### config.mk
export PLATFORM = sky130hd
export DESIGN_NAME = mux_rr_arbiter_flat
export DESIGN_NICKNAME = d
export VERILOG_FILES = /design/src/rtl/mux_rr_arbiter_if.sv /design/src/rtl/mux_rr_arbiter.sv /design/src/flat_wrapper.sv
export SDC_FILE = /design/constraint.sdc
export NUM_CORES = 1
export LEC_CHECK = 0
export CAP_MARGIN = 40
export CORE_AREA = 2 2 39 41
export DETAILED_ROUTE_END_ITERATION = 10
export DIE_AREA = 0 0 41 43
export PLACE_DENSITY = 0.79
export SYNTH_ARGS = -nofsm -noshare
export SYNTH_HDL_FRONTEND = slang
export SYNTH_SLANG_ARGS = --single-unit
### constraint.sdc
create_clock -name clk -period 6.4 [get_ports clk]
set_input_delay 1.28 -clock clk [delete_from_list [all_inputs] [get_ports clk]]
set_output_delay 1.28 -clock clk [all_outputs]
set_load 0.01 [all_outputs]
### src/rtl/mux_rr_arbiter_if.sv
// Request/data/grant bundle between two requesters and the round-robin 2:1 mux arbiter.
interface mux_rr_arbiter_if #(
  parameter int unsigned WIDTH = 1
);
  logic             req_a;
  logic             req_b;
  logic [WIDTH-1:0] a;
  logic [WIDTH-1:0] b;
  logic             select;
  logic             gnt_a;
  logic             gnt_b;
  logic [WIDTH-1:0] y;
  logic             valid;

  modport master (
    output req_a, req_b, a, b,
    input  select, gnt_a, gnt_b, y, valid
  );

  modport slave (
    input  req_a, req_b, a, b,
    output select, gnt_a, gnt_b, y, valid
  );
endinterface

### src/rtl/mux_rr_arbiter.sv
// Two-requester round-robin arbiter owning a 2:1 mux; MAX_HOLD bounds ownership under contention.
module mux_rr_arbiter #(
  parameter int unsigned WIDTH    = 1,
  parameter int unsigned MAX_HOLD = 4
) (
  input logic             clk,
  input logic             rst,
  mux_rr_arbiter_if.slave bus
);
  localparam int unsigned CNT_W = $clog2(MAX_HOLD + 1);
  localparam logic [CNT_W-1:0] CNT_MAX = CNT_W'(MAX_HOLD - 1);

  typedef enum logic [1:0] {IDLE, OWN_A, OWN_B} state_e;

  state_e           state_q, state_d;
  logic [CNT_W-1:0] cnt_q, cnt_d;
  logic             last_b_q, last_b_d;
  logic             select_q, select_d;
  logic             gnt_a_q, gnt_b_q;
  logic [WIDTH-1:0] y_q;
  logic             valid_q;

  always_comb begin
    state_d  = state_q;
    cnt_d    = cnt_q;
    last_b_d = last_b_q;
    select_d = select_q;

    unique case (state_q)
      IDLE: begin
        if (bus.req_a && bus.req_b) state_d = last_b_q ? OWN_A : OWN_B;
        else if (bus.req_a)         state_d = OWN_A;
        else if (bus.req_b)         state_d = OWN_B;
      end
      OWN_A: begin
        if (!bus.req_a)                        state_d = bus.req_b ? OWN_B : IDLE;
        else if (bus.req_b && cnt_q == CNT_MAX) state_d = OWN_B;
      end
      OWN_B: begin
        if (!bus.req_b)                        state_d = bus.req_a ? OWN_A : IDLE;
        else if (bus.req_a && cnt_q == CNT_MAX) state_d = OWN_A;
      end
      default: state_d = IDLE;
    endcase

    // Entering an owner state restarts the hold count; staying accrues it up to saturation.
    if (state_d != state_q) begin
      cnt_d = '0;
      if (state_d == OWN_A) begin
        last_b_d = 1'b0;
        select_d = 1'b0;
      end else if (state_d == OWN_B) begin
        last_b_d = 1'b1;
        select_d = 1'b1;
      end
    end else if (state_q != IDLE && cnt_q != CNT_MAX) begin
      cnt_d = cnt_q + CNT_W'(1);
    end
  end

  always_ff @(posedge clk or posedge rst) begin
    if (rst) begin
      state_q  <= IDLE;
      cnt_q    <= '0;
      last_b_q <= 1'b1;
      select_q <= 1'b0;
      gnt_a_q  <= 1'b0;
      gnt_b_q  <= 1'b0;
      y_q      <= '0;
      valid_q  <= 1'b0;
    end else begin
      state_q  <= state_d;
      cnt_q    <= cnt_d;
      last_b_q <= last_b_d;
      select_q <= select_d;
      gnt_a_q  <= (state_d == OWN_A);
      gnt_b_q  <= (state_d == OWN_B);
      y_q      <= select_q ? bus.b : bus.a;
      valid_q  <= gnt_a_q | gnt_b_q;
    end
  end

  assign bus.select = select_q;
  assign bus.gnt_a  = gnt_a_q;
  assign bus.gnt_b  = gnt_b_q;
  assign bus.y      = y_q;
  assign bus.valid  = valid_q;
endmodule

### src/flat_wrapper.sv
// flat-port wrapper written by rule: the top's interface ports become plain ports
module mux_rr_arbiter_flat 
#(
  parameter int unsigned WIDTH    = 1,
  parameter int unsigned MAX_HOLD = 4
)
  (clk, rst, bus_req_a, bus_req_b, bus_a, bus_b, bus_select, bus_gnt_a, bus_gnt_b, bus_y, bus_valid);
  mux_rr_arbiter_if #(.WIDTH(WIDTH)) bus_i ();
  input logic clk;
  input logic rst;
  input wire logic [$bits(bus_i.req_a)-1:0] bus_req_a;
  input wire logic [$bits(bus_i.req_b)-1:0] bus_req_b;
  input wire logic [$bits(bus_i.a)-1:0] bus_a;
  input wire logic [$bits(bus_i.b)-1:0] bus_b;
  output wire logic [$bits(bus_i.select)-1:0] bus_select;
  output wire logic [$bits(bus_i.gnt_a)-1:0] bus_gnt_a;
  output wire logic [$bits(bus_i.gnt_b)-1:0] bus_gnt_b;
  output wire logic [$bits(bus_i.y)-1:0] bus_y;
  output wire logic [$bits(bus_i.valid)-1:0] bus_valid;
  assign bus_i.req_a = bus_req_a;
  assign bus_i.req_b = bus_req_b;
  assign bus_i.a = bus_a;
  assign bus_i.b = bus_b;
  assign bus_select = bus_i.select;
  assign bus_gnt_a = bus_i.gnt_a;
  assign bus_gnt_b = bus_i.gnt_b;
  assign bus_y = bus_i.y;
  assign bus_valid = bus_i.valid;
  mux_rr_arbiter #(.WIDTH(WIDTH), .MAX_HOLD(MAX_HOLD)) u_core (.clk(clk), .rst(rst), .bus(bus_i));
endmodule
# After elaboration in Yosys (flattened, before gate mapping)

Cells that the tools add are included.

Add/subtract/negate cells: 1
Multipliers: 0
Divide/modulo/power cells: 0
Order comparisons: 0
Equality and inequality tests: 7
Shift operators: 0
Multiplexer cells: 16
Bitwise gates (word level): 1
Reductions and logical operators: 9

Operators by type and width:

| kind                | count |
|---|---|
| $mux 2              | 9 |
| $mux 3              | 2 |
| $pmux 2 s3          | 1 |
| $reduce_bool 2->1   | 3 |
| $eq 2x1->1 const B  | 2 |
| $eq 2x2->1 const B  | 2 |
| $logic_and 1x1->1   | 4 |
| $mux 1              | 4 |
| $add 3x1->3 const B | 1 |
| $eq 3x2->1 const B  | 1 |
| $ne 3x2->1 const B  | 1 |
| $logic_not 2->1     | 1 |
| $ne 2x2->1          | 1 |
| $reduce_and 2->1    | 1 |
| $or 1x1->1          | 1 |

Register bits: 11
Bits in latches: 0
RAM bits: 0
Memory bits (read-only): 0
Input bits: 6
Output and inout port bits: 5
Logic and storage cells: 42
Memories: 0

# Longest topological paths before layout

Gate-level depths: netlist (run 1).

Word-level depth: 8
Gate-level depth with buffers: 9
Depth with buffers taken out: 9

# Worst setup path after synthesis (run 1)

No wires, ideal clock.

Path type: input -> register
From: input port bus_req_a
To: register u_core.select_q, in the netlist u_core.bus.select
Setup time: 0.129 ns
Data arrival time: 2.293 ns
Required time: 6.271 ns
Slack: 3.978 ns
Cell stages on the path: 7
Buffers on the path: 0
Cell sequence: and2b_2 o21ai_0 and3_1 ha_1 inv_1 o221ai_2 mux2i_1

Word-level cells in the longest chain between the ends: 7
Elaborated cells between the ends (all ways): 15
Classes of those cells: 3 x eq/ne; 8 x mux; 4 x reduce/logical

RTL lines:

| item                                     | RTL line                                   | text |
|---|---|---|
| start, declared                          | flat_wrapper.sv:11                         | `input wire logic [$bits(bus_i.req_a)-1:0] bus_req_a;` |
| $logic_and 1x1->1                        | mux_rr_arbiter.sv:41                       | `else if (bus.req_a && cnt_q == CNT_MAX) state_d = OWN_A;` |
| $mux 2                                   | mux_rr_arbiter.sv:41                       |  |
| $mux 2                                   | mux_rr_arbiter.sv:40                       | `if (!bus.req_b) state_d = bus.req_a ? OWN_A : IDLE;` |
| $pmux 2 s3 (*)                           | mux_rr_arbiter.sv:29                       | `unique case (state_q)` |
| via u_core.state_d[1]                    | mux_rr_arbiter.sv:15                       | `state_e state_q, state_d;` |
| $eq 2x2->1 or $eq 2x1->1 (tied branches) | mux_rr_arbiter.sv:52, mux_rr_arbiter.sv:49 |  |
| $reduce_bool 2->1 (no line)              | n/a                                        |  |
| $reduce_and 2->1 (no line)               | n/a                                        |  |
| end signal, assigned                     | mux_rr_arbiter.sv:75                       | `select_q <= select_d;` |
| end, declared                            | mux_rr_arbiter.sv:18                       | `logic select_q, select_d;` |

Mark *: on every way through the listed nets, which the timed path passes. The rest lies on a longest branch.
A chain may end at the register's enable or synchronous reset.

# Final worst setup path (run 1)

Same ends and word-level chain as after synthesis.

==> run summary, run 1 <==
The critical path depth in cells works out to 8. The sum of overflow across all layers after global routing was 0; the relative area change from synthesis to final layout was 22.9%. Traced cell by cell, the critical path runs through clkdlybuf4s50_1 -> and2b_2 -> o21ai_0 -> and3_1 -> ha_1 -> inv_1 -> o221ai_2 -> mux2i_1.

Share of the synthesized area in the top cell type: 0.436. In the post-synthesis netlist, the biggest area contributors are dfrtp_1 (44%), ha_1 (8.7%), dfstp_2 (4.6%). The number of levels in the clock H-tree is 1, and the post-layout worst setup margin is 3.58 ns.

By count the netlist is led by dfrtp_1 (10), inv_1 (6), nand2_1 (5). The final critical delay including setup and external delays came out at 2.82 ns. Setup repair after global routing left no endpoint under its margin.

Final count of pins violating max slew: 0. The most used flip-flop cell after synthesis is dfrtp_1. The final count of negative-setup-slack endpoints was 0. The die footprint came out at 1760 um2. In this run the critical register-to-register path is launched from u_core.cnt_q[0]$_DFFE_PP0P_. Buffers added to address setup during post-CTS repair amount to 0.

The area inside the core boundary is 1380 um2, and the overall fraction of global-route tracks in use is 0.124. The post-cts sizing count is 0, and the cts-stage hold buffer count is 0. The wire-length estimate of the detail-placed layout is 720 um. The fraction of the mapped netlist area in simple logic gates is 0.148, and the cell depth of the worst hold path is 1. During I/O placement, the number of pins put on the boundary was 11. The repair_antennas step left the layout with diodes totalling 0. Once detail routing completed, the nets flagged for antenna violations numbered 0. The x dimension of the die is 41 um. Before CTS, the worst setup slack after placement is 3.31 ns. Required time at the endpoint of the critical path: 6.55 ns. The startpoint identified for the worst hold timing path is u_core.bus.gnt_a$_DFF_PP0_. By area, the combinational part of the netlist is dominated by simple AND/OR/NAND/NOR gates.

The kind of cell adding the most delay to the critical path was buffers and inverters. The synthesized-area fraction occupied by adder cells is 0.0871. The complex-gate fraction of the synthesized area works out to 0.129. Dividing the detail-routed via count by the number of cells gives 4.91. The sequential share of the synthesized area is 0.481. The initial antenna violation count is 0, and the largest fanout of any net on the critical path is 6. The run gives 77 as the net count of the finished layout.

The routability-driven placement congestion ratio came out at 0.814. In this run the clock root is driven by a clkbuf_4. The post-route clock period utilization works out to 0.440. Based on the critical path, the design can be clocked at up to 355 MHz.

The run gives 0.00619 ns as the final clock skew. For this run, design rule violations remaining after detail routing come to 0. The count of buffer and inverter cells on the critical path came out at 2. Of all cell types, the one taking the most synthesized area is dfrtp_1. The standard cell with the maximum stage delay on the critical path was clkdlybuf4s50_1. The number of nets produced by synthesis came out at 64.

Data arrives at the worst endpoint at 2.96 ns. The synthesized design contains 0 enable-type register cells. The tree built by TritonCTS fans out to 11 sinks.

For the count of vias placed by the detailed router, the log shows 403. Synthesis inferred 11 register bits. The number of global-route vias before repair came out at 345.

After clock tree synthesis, the clock-pin slew on the worst setup and hold paths is 0.07 ns. Share of post-route cells with drive strength above 1: 0.197. For the worst flop-to-flop path, the logic depth is 9. Summed over all cells, the static leakage comes to 0.332 nW.

Critical path class: in2reg. For the worst-skew pair, the clock arrives at the later sink with an insertion delay of 0.26 ns. The number of buffers added on ports was 10; the count of cell types in the netlist was 23.

The worst-case IR drop observed on VDD is 0.114 mV. The run gives 0 as the total count of hold-check failures in the final report. The most instantiated library cell after synthesis was dfrtp_1. The parity-gate share of the synthesized area counting xor and xnor cells was 0.0153.

Measured along the y axis, the die boundary spans 43 um. STA classifies the critical path startpoint as a primary input. Counting the fill cells in the layout gives 120. The starting DRC count in detailed routing was 6; the transition time at the pin with the least slew margin was 0.420 ns. Type of element capturing the critical path: a flop.

The final setup TNS was 0 ns; the largest buffer count on any clock path was 2. The headroom to the max-slew limit is 0.720, and the average wire length per cell after detail routing is 11.3 um. The gate count of the mapped netlist came out at 54.

TritonCTS built the clock tree. The logs give 12 for the maximum number of pins on one net before global-route repair and 14 for the number of placement rows. The delay of the slowest cell on the worst path was 0.50 ns. For the wire length of the first global-routing pass, the log shows 1.43 mm.

The logs give 4 for the number of search-and-repair iterations in the first detailed-routing pass and 0 for the count of warnings emitted by yosys. The TritonCTS buffer count is 3. The share of synthesized area spent on multiplexers was 0.0741; the power density over the cells was 313 nW/um2. Beginning of the critical path: bus_req_a.

Proportion of synthesized flip-flops having asynchronous set or reset: 1.00. The flow ran to the end, and the final reports show no timing, DRC or antenna violations. The aggregate routed wire length is 927 um. The tools report the starting utilization of the core area as 0.415. The synthesized cell area was 574 um2.

Across the run, the number of max-cap violations was 0. The path class of the tightest hold or removal check is reg2reg. The post-synthesis average cell area is 10.6 um2.
[flip-flops by register name, indices dropped and copies added, names as in the netlist]
signal,flops
u_core.cnt_q,3
u_core.bus.select,1
u_core.last_b_q,1
u_core.bus.gnt_a,1
u_core.bus.valid,1
u_core.bus.gnt_b,1
u_core.state_q,2
u_core.bus.y,1
[where the power goes]
part | internal, mW | switching [mW]
Combinational | 0.0407 | 0.0321
Sequential | 0.0879 | 0.0141
Clock | 0.0241 | 0.0222
[metal layers]
layer | global-route usage | routed length [um] | part of all wire
met4 | 0.0600 | 0 | 0
met1 | 0.151 | 445 | 0.48
met3 | 0.0785 | 16 | 0.017
met5 | 0 | 0 | 0
met2 | 0.166 | 465 | 0.50
[through the flow]
stage	instance area [um2]	hold slack (ns)	utilization	cells	total power, mW
6_report	706	0.467	0.510	82	0.221
5_1_grt	706	0.485	0.510	82	0.238
4_1_cts	706	0.469	0.510	82	0.224
3_5_place_dp	679	0.457	0.491	78	0.177
3_3_place_gp	679	0.448	0.491	78	0.176
2_1_floorplan	574	0.455	-	54	0.150
[logic make-up after synthesis]
logic type | after synthesis
fa+ha+maj | 4
xor+xnor | 1
simple gates | 17
buf+inv | 8
flops | 11
mux | 4
compound gates | 9
[area by class of cell]
type / instances / area [um2] / share of cell area
timing repair buffer: 10 / 100 / 0.142
inverter: 6 / 22.5 / 0.0319
multi-input combinational: 35 / 260 / 0.369
sequential: 11 / 277 / 0.392
clock buffer: 4 / 26.3 / 0.0372
tap: 16 / 20.0 / 0.0284
[path summary, 6_finish.rpt]
path | to | slack [ns]
max | u_core.bus.select$_DFFE_PP0P_ | 3.58
min reg2reg | u_core.bus.valid$_DFF_PP0_ | 0.47
max in group asynchronous | u_core.last_b_q$_DFFE_PP1P_ | 4.77
min in group asynchronous | u_core.state_q[0]$_DFF_PP0_ | 1.30
max reg2reg | u_core.bus.select$_DFFE_PP0P_ | 4.22
min | u_core.bus.valid$_DFF_PP0_ | 0.47
[worst register-to-register path, cell delays in order, from the launching register on]
cell	delay, ns
dfrtp_1	0.37
ha_1	0.15
ha_1	0.27
mux2_2	0.36
o21ai_0	0.18
nand3_1	0.13
ha_1	0.31
inv_1	0.06
o221ai_2	0.10
mux2i_1	0.14
[cells in the final DEF, fill, tap and decap left out]
cell              n
o21ai_0           3
mux2i_1           2
nand3_1           3
clkbuf_4          3
inv_1             6
mux2_2            2
and3_1            1
clkbuf_1          1
nor3_1            1
a211oi_2          1
a31oi_1           1
or2_2             1
dfrtp_1          10
nor2_1            4
o22a_2            1
and2b_2           1
a21oi_1           1
ha_1              4
nor3_2            1
o221ai_2          1
dfstp_2           1
nand2_1           5
a22o_2            1
clkdlybuf4s50_1  10
xnor2_1           1
No activity file was read; power rests on OpenSTA's default activity.
==> inputs of run 2 (changes only) <==
==> constraint.sdc (replaced) <==
create_clock -name clk -period 2.9 [get_ports clk]
set_input_delay 0.58 -clock clk [delete_from_list [all_inputs] [get_ports clk]]
set_output_delay 0.58 -clock clk [all_outputs]
set_load 0.01 [all_outputs]
==> run 2 against run 1 <==
Worst setup slack got worse by 2.9 ns. First-iteration DRC count grew 100%. Cell area is the same. Critical endpoint is now u_core.last_b_q$_DFFE_PP1P_. Non-clock buffer count is the same. Global-route usage is 2.4 points higher. Combinational power grew 130%. Register-to-register slack worse by 3.5 ns. Critical path type is now reg2reg. Largest power group unchanged. Power is 120% higher. Worst hold slack lost 0.012 ns. Wire length up 9.5%. Clock power is 120% higher. Clock skew decreased by 0.0047 ns.
==> run summary, run 2 (synthesized netlist as in run 1, its figures left out) <==
The maximum operating frequency is 458 MHz, and the count of placed standard cells in the final layout, fillers left out is 82 (unchanged). The tools report the area of combinational cells with multiple inputs as 260 um2 (unchanged). The tools report the type of element capturing the critical path as a flop. The largest fanout of any net on the critical path was 7 (+1). The standard cell with the maximum stage delay on the critical path was dfrtp_1.

The signal on the critical path passes through ha_1 -> ha_1 -> and2b_2 -> o21ai_0 -> and3_1 -> ha_1 -> inv_1 -> o221ai_2 -> mux2i_1. Setup repair after global routing left no endpoint under its margin. The logs give 553 um (+19%) for the total met2 wirelength after detailed routing and 0 (unchanged) for the final count of pins violating max slew. The tools report the clock insertion delay at the later pin of the skew report as 0.27 ns (about the same). Sort of element at the start of the critical path: a flop. The path class of the tightest hold or removal check is reg2reg. The run gives 1.02 mm (+9.5%) as the aggregate routed wire length. The logs give 1380 um2 (unchanged) for the area inside the core boundary and 0.00151 ns (-0.00468 ns) for the final clock skew.

The run gives 0.725 (+0.00557) as the headroom to the max-slew limit. The top cell types in the final layout, fill and taps aside, are clkdlybuf4s50_1 (10), dfrtp_1 (10), inv_1 (6), nand2_1 (5). Count of vias placed by the detailed router: 405 (+0.50%).

The maximum number of pins on one net before global-route repair is 12 (unchanged). The highest metal layer carrying signal wires in the routed design is met3. The run gives 0 (unchanged) as the post-CTS repair timing setup buffer count.

The top register by number of flip-flops was u_core.cnt_q. Power density over the cells: 698 nW/um2 (+120%). The share of post-route cells with drive strength above 1 is 0.197 (unchanged), and the count of buffer and inverter cells on the critical path is 1 (-1).

In this design, the critical path's most frequently occurring cell is ha_1. Number of levels in the clock H-tree: 1 (unchanged). The required time at the endpoint of the critical path is 3.09 ns (-3.46 ns).

The TritonCTS buffer count is 3 (unchanged). The run gives 0.332 nW (unchanged) as the static power due to leakage. The x dimension of the die is 41 um (unchanged), and the clock transition time at the flip-flop clock pins of the worst setup and hold paths is 0.07 ns (about the same). The kind of cell with the highest combined delay along the critical path is adder cells.

The run gives 11 (unchanged) as the number of placed I/O pins. The final count of negative-setup-slack endpoints is 0 (unchanged). The number of max-cap violations was 0 (unchanged); the number of global-route vias before repair was 400 (+16%).

The starting DRC count in detailed routing is 12 (+6), and the detailed route wirelength on metal3 is 40 um (+150%). The relative area change from synthesis to final layout was 22.9% (unchanged). The largest buffer count on any clock path is 2 (unchanged), and the post-detailed-route count of antenna-violating nets is 0 (unchanged).

The routability-driven placement congestion ratio was 0.805 (-1.0%); the die footprint was 1760 um2 (unchanged). The number of buffers added on ports is 10 (unchanged). For the post-route DRC violation count, the log shows 0 (unchanged). The net count of the finished layout was 77 (unchanged). The logs give 277 um2 (unchanged) for the register area and 0 (unchanged) for the total count of hold-check failures in the final report.

TritonCTS built the clock tree. Total placed cells including tap cells: 78 (unchanged). In the final layout, the registers with the most flip-flops are u_core.cnt_q x3, u_core.state_q x2. The flow ran to the end, and the final reports show no timing, DRC or antenna violations. The overall die height was 43 um (unchanged); the number of vias per cell was 4.94 (+0.50%). The logs give 0 ns (unchanged) for the final setup TNS and 0 (unchanged) for the sum of overflow across all layers after global routing.

The run gives 421 um (-5.4%) as the met1 wire length. Cts-stage hold buffer count: 0 (unchanged). The transition time at the pin with the least slew margin is 0.412 ns (-0.00834 ns), and the delay of the slowest cell on the worst path is 0.37 ns (-0.13 ns).

The initial antenna violation count is 0 (unchanged). The starting utilization of the core area is 0.415 (unchanged), and the overall fraction of global-route tracks in use is 0.148 (+0.0244). The run gives 2.37 ns (-0.59 ns) as the arrival time at the worst endpoint.

The tools report the count of clock tree sinks as 11 (unchanged). The final critical delay including setup and external delays works out to 2.18 ns. For the number of fill cells, the log shows 131 (+9.2%). The wire length of the first global-routing pass was 1.68 mm (+18%). The post-cts sizing count was 0 (unchanged).

The clock tree root driver cell is clkbuf_4. Number of search-and-repair iterations in the first detailed-routing pass: 4 (unchanged). The worst ir drop on vdd is 0.348 mV (+200%).

The diode insertion count for antenna repair was 0 (unchanged); the number of placement rows was 14 (unchanged). Number of flip-flops under the largest register name: 3 (unchanged). The detailed placement HPWL came out at 822 um (+14%). The worst setup path is of the reg2reg kind. The average wire length per cell after detail routing came out at 12.4 um (+9.5%).

The post-route clock period utilization came out at 0.753.
## run 2: cell counts in the layout (fill, tap and decap cells not counted)
Identical to the previous run, type by type.
## run 2: area by class of cell
class / count / share of cell area
clock buffers: 4 / 0.0372
inverters: 6 / 0.0319
multi-input cells: 35 / 0.369
flip-flops and latches: 11 / 0.392
well taps: 16 / 0.0284
repair buffers: 10 / 0.142
## run 2: worst paths after layout
check	startpoint	end	slack (ns)	cells after the start
worst max-delay path	u_core.cnt_q[0]$_DFFE_PP0P_	u_core.last_b_q$_DFFE_PP1P_	0.72	9
worst min-delay path	u_core.bus.gnt_a$_DFF_PP0_	u_core.bus.valid$_DFF_PP0_	0.45	1
worst max register to register	u_core.cnt_q[0]$_DFFE_PP0P_	u_core.last_b_q$_DFFE_PP1P_	0.72	9
worst min register to register	u_core.bus.gnt_a$_DFF_PP0_	u_core.bus.valid$_DFF_PP0_	0.45	1
max in group asynchronous	rst	u_core.last_b_q$_DFFE_PP1P_	1.98	2
min in group asynchronous	rst	u_core.bus.y$_DFF_PP0_	0.60	2
## run 2: power breakdown
| group | leakage [nW] | total, mW | switching, mW | internal [mW] |
|---|---|---|---|---|
| clock | 0.0150 | 0.103 | 0.0501 | 0.0533 |
| combinational | 0.181 | 0.164 | 0.0739 | 0.0903 |
| sequential | 0.136 | 0.225 | 0.0309 | 0.194 |
| total | 0.332 | 0.492 | 0.155 | 0.338 |
## run 2: metrics by stage
stage / power, mW / setup WS (ns) / hold slack, ns / util / area (um2)
2_1_floorplan: 0.332 / 0.878 / 0.432 / - / 574
3_3_place_gp: 0.389 / 0.575 / 0.448 / 0.491 / 679
3_5_place_dp: 0.394 / 0.446 / 0.443 / 0.491 / 679
4_1_cts: 0.499 / 0.706 / 0.459 / 0.510 / 706
5_1_grt: 0.532 / 0.489 / 0.467 / 0.510 / 706
6_report: 0.492 / 0.717 / 0.455 / 0.510 / 706
## run 2: metal layers
layer | vias up | global-route usage
met5 | - | 0
met2 | 6 | 0.241
li1 | 207 | -
met1 | 192 | 0.161
met4 | 0 | 0.0200
met3 | 0 | 0.0942
==> inputs of run 3 (changes only) <==
--- a/config.mk
+++ b/config.mk
@@ -6,10 +6,9 @@
 export NUM_CORES = 1
 export LEC_CHECK = 0
 export CAP_MARGIN = 40
-export CORE_AREA = 2 2 39 41
+export CORE_UTILIZATION = 43
 export DETAILED_ROUTE_END_ITERATION = 10
-export DIE_AREA = 0 0 41 43
-export PLACE_DENSITY = 0.79
+export PLACE_DENSITY = 0.82
 export SYNTH_ARGS = -nofsm -noshare
 export SYNTH_HDL_FRONTEND = slang
 export SYNTH_SLANG_ARGS = --single-unit
==> constraint.sdc (replaced) <==
create_clock -name clk -period 2 [get_ports clk]
set_input_delay 0.4 -clock clk [delete_from_list [all_inputs] [get_ports clk]]
set_output_delay 0.4 -clock clk [all_outputs]
set_load 0.01 [all_outputs]
==> run 3 against run 2 <==
Utilization grew 17 points. Clock power increased by 47%. Non-clock buffer count rose by 5. The flow now finishes with violations (setup timing). Maximum frequency grew 7.8%.
==> run summary, run 3 (synthesized netlist as in run 1, its figures left out) <==
TritonCTS built the clock tree. The area of combinational cells with multiple inputs is 315 um2 (+21%). Largest fanout of any net on the critical path: 7 (unchanged).

The endpoint of the most critical register-to-register path is u_core.last_b_q$_DFFE_PP1P_. The register with the most flip-flops in the final layout is u_core.cnt_q. The detailed placement HPWL is 821 um (-0.18%), and the starting utilization of the core area is 0.490 (+0.0754).

The logs give 0 (unchanged) for the sum of overflow across all layers after global routing and 0.361 nW (+8.7%) for the static power due to leakage. Origin of the critical flop-to-flop path: u_core.cnt_q[1]$_DFFE_PP0P_. The critical path is of the reg2reg type. The initial antenna violation count was 0 (unchanged); the power density over the cells was 995 nW/um2 (+43%).

The maximum number of pins on one net before global-route repair was 12 (unchanged). Count of vias placed by the detailed router: 443 (+9.4%). The final setup TNS was -0.0499 ns (-0.0499 ns). The flow ran to the end, but the final reports show violations. The wire length of the first global-routing pass is 1.71 mm (+1.7%). Overall die height: 38.5 um (-10%). The post-route clock period utilization was 1.01 (+0.260); the share of post-route cells with drive strength above 1 was 0.352 (+0.155).

Starting DRC count in detailed routing: 4 (-8). For the final count of pins violating max slew, the log shows 0 (unchanged). The checks that failed: setup timing. The run gives 4 (unchanged) as the number of search-and-repair iterations in the first detailed-routing pass. The x dimension of the die came out at 38.5 um (-6.0%).

The worst ir drop on vdd is 0.566 mV (+63%). The final instance area came out at 796 um2 (+13%). The count of clock tree sinks was 11 (unchanged); the largest buffer count on any clock path was 2 (unchanged). The number of placement rows is 12 (-2), and the final critical delay including setup and external delays is 2.03 ns (-0.158 ns).

The number of buffers added on ports came out at 10 (unchanged). The register area was 277 um2 (unchanged). The die footprint is 1490 um2 (-16%), and the clock transition time at the flip-flop clock pins of the worst setup and hold paths is 0.07 ns (about the same). The tightest hold margin is 0.410 ns (-0.0445 ns), and the TritonCTS buffer count is 3 (unchanged). Average wire length per cell after detail routing: 14.6 um (+18%). The classification of the worst-slack hold path is in2async. The largest registers in the layout are u_core.cnt_q x3, u_core.state_q x2. Post-layout worst setup margin: -0.0252 ns (-0.742 ns).

The worst setup path is captured at a flop. The depth of the most critical reg-to-reg path came out at 9 (unchanged). The logs give 0.743 (-7.7%) for the routability-driven placement congestion ratio and 418 (+4.5%) for the number of global-route vias before repair. The transition time at the pin with the least slew margin works out to 0.428 ns (+0.0160 ns).

The clock tree root driver cell is clkbuf_4. Post-route DRC violation count: 0 (unchanged). The aggregate routed wire length is 1.24 mm (+23%), and the overall fraction of global-route tracks in use is 0.178 (+0.0297).

The net count of the finished layout is 82 (+6.5%), and the number of vias per cell is 5.21 (+5.5%). The library cells used most frequently in the layout, excluding fill and tap cells, are clkdlybuf4s50_1 (10), dfrtp_1 (10), nand2_1 (5), inv_1 (5), buf_4 (5). For the cts-stage hold buffer count, the log shows 0 (unchanged).

Final cell utilization of the core: 0.679 (+0.170). The number of flip-flops under the largest register name is 3 (unchanged), and the area inside the core boundary is 1170 um2 (-15%). In this run the worst setup path terminates at u_core.last_b_q$_DFFE_PP1P_. The number of max-cap violations came out at 0 (unchanged). Clock insertion delay at the later pin of the skew report: 0.27 ns (about the same).

For the final count of negative-setup-slack endpoints, the log shows 2 (+2). The final clock skew is 0.00300 ns (+0.00149 ns). The logs give 702 um2 (+3.3%) for the area of placed instances and 2.22 ns (-0.15 ns) for the arrival time at the worst endpoint. The number of levels in the clock H-tree came out at 1 (unchanged). The tools report the post-placement setup slack as -0.180 ns (-0.627 ns). The number of fill cells was 93 (-29%); the flop-to-flop setup slack was -0.03 ns (-0.74 ns).

Compared with the post-synthesis result, the final layout area differs by 38.6%. The tools report the beginning of the critical path as u_core.cnt_q[1]$_DFFE_PP0P_. The required time at the endpoint of the critical path is 2.19 ns (-0.90 ns). The diode insertion count for antenna repair was 0 (unchanged). The tools report the maximum operating frequency as 494 MHz (+7.8%). STA classifies the critical path startpoint as a flop. Setup repair after global routing could not meet its margin everywhere. The run gives 11 (unchanged) as the number of placed I/O pins. The post-detailed-route count of antenna-violating nets is 0 (unchanged), and the headroom to the max-slew limit is 0.714 (-0.0117). The total count of hold-check failures in the final report is 0 (unchanged).
run 3: cell type report:
type	instances	share of cell area
clock buffers	4	0.0330
inverters	6	0.0283
multi-input cells	35	0.396
flip-flops and latches	11	0.347
well taps	14	0.0220
repair buffers	15	0.173
run 3: through the flow:
step / cells / power [mW]
floorplan: 54 / 0.482
global placement: 79 / 0.570
detailed placement: 79 / 0.584
CTS: 84 / 0.754
global route: 85 / 0.840
finish: 85 / 0.792
run 3: how the worst min path moves through the flow:
stage / startpoint / endpoint / slack (ns) / depth (start not counted)
4_1_cts: rst / u_core.bus.gnt_b$_DFF_PP0_ / 0.42 / 2
6_report: rst / u_core.bus.gnt_b$_DFF_PP0_ / 0.41 / 2
3_3_place_gp: u_core.bus.gnt_b$_DFF_PP0_ / u_core.bus.valid$_DFF_PP0_ / 0.44 / 1
5_1_grt: rst / u_core.bus.gnt_a$_DFF_PP0_ / 0.46 / 2
2_1_floorplan: rst / u_core.bus.gnt_a$_DFF_PP0_ / 0.25 / 1
3_5_place_dp: u_core.bus.gnt_a$_DFF_PP0_ / u_core.bus.valid$_DFF_PP0_ / 0.47 / 1
run 3: worst max-delay path, cell delays in order, from the launching register on:
cell and delay [ns]:
dfrtp_1 0.39, ha_2 0.20, ha_4 0.19, a22o_2 0.26
nand2_1 0.08, and3_1 0.26, ha_4 0.24, inv_2 0.06
o221ai_4 0.10, mux2i_1 0.19
run 3: timing repair:
action                     CTS  global route
pin swaps                    6             1
buffers inserted             1             1
gates resized for setup      6             5
setup endpoints to repair    2             2
run 3: per-layer routing:
| metal | vias to the layer above | share of wire | GRT usage | wire, um |
|---|---|---|---|---|
| met4 | 0 | 0 | 0.0517 | 0 |
| met1 | 213 | 0.40 | 0.202 | 499 |
| met2 | 9 | 0.56 | 0.304 | 695 |
| met3 | 0 | 0.039 | 0.0698 | 49 |
| met5 | - | 0 | 0 | 0 |
| li1 | 221 | - | - | - |
run 3: where the power goes:
group          internal, mW  switching [mW]  total [mW]
logic                 0.172           0.136       0.308
registers             0.281          0.0513       0.333
clock network        0.0772          0.0742       0.151
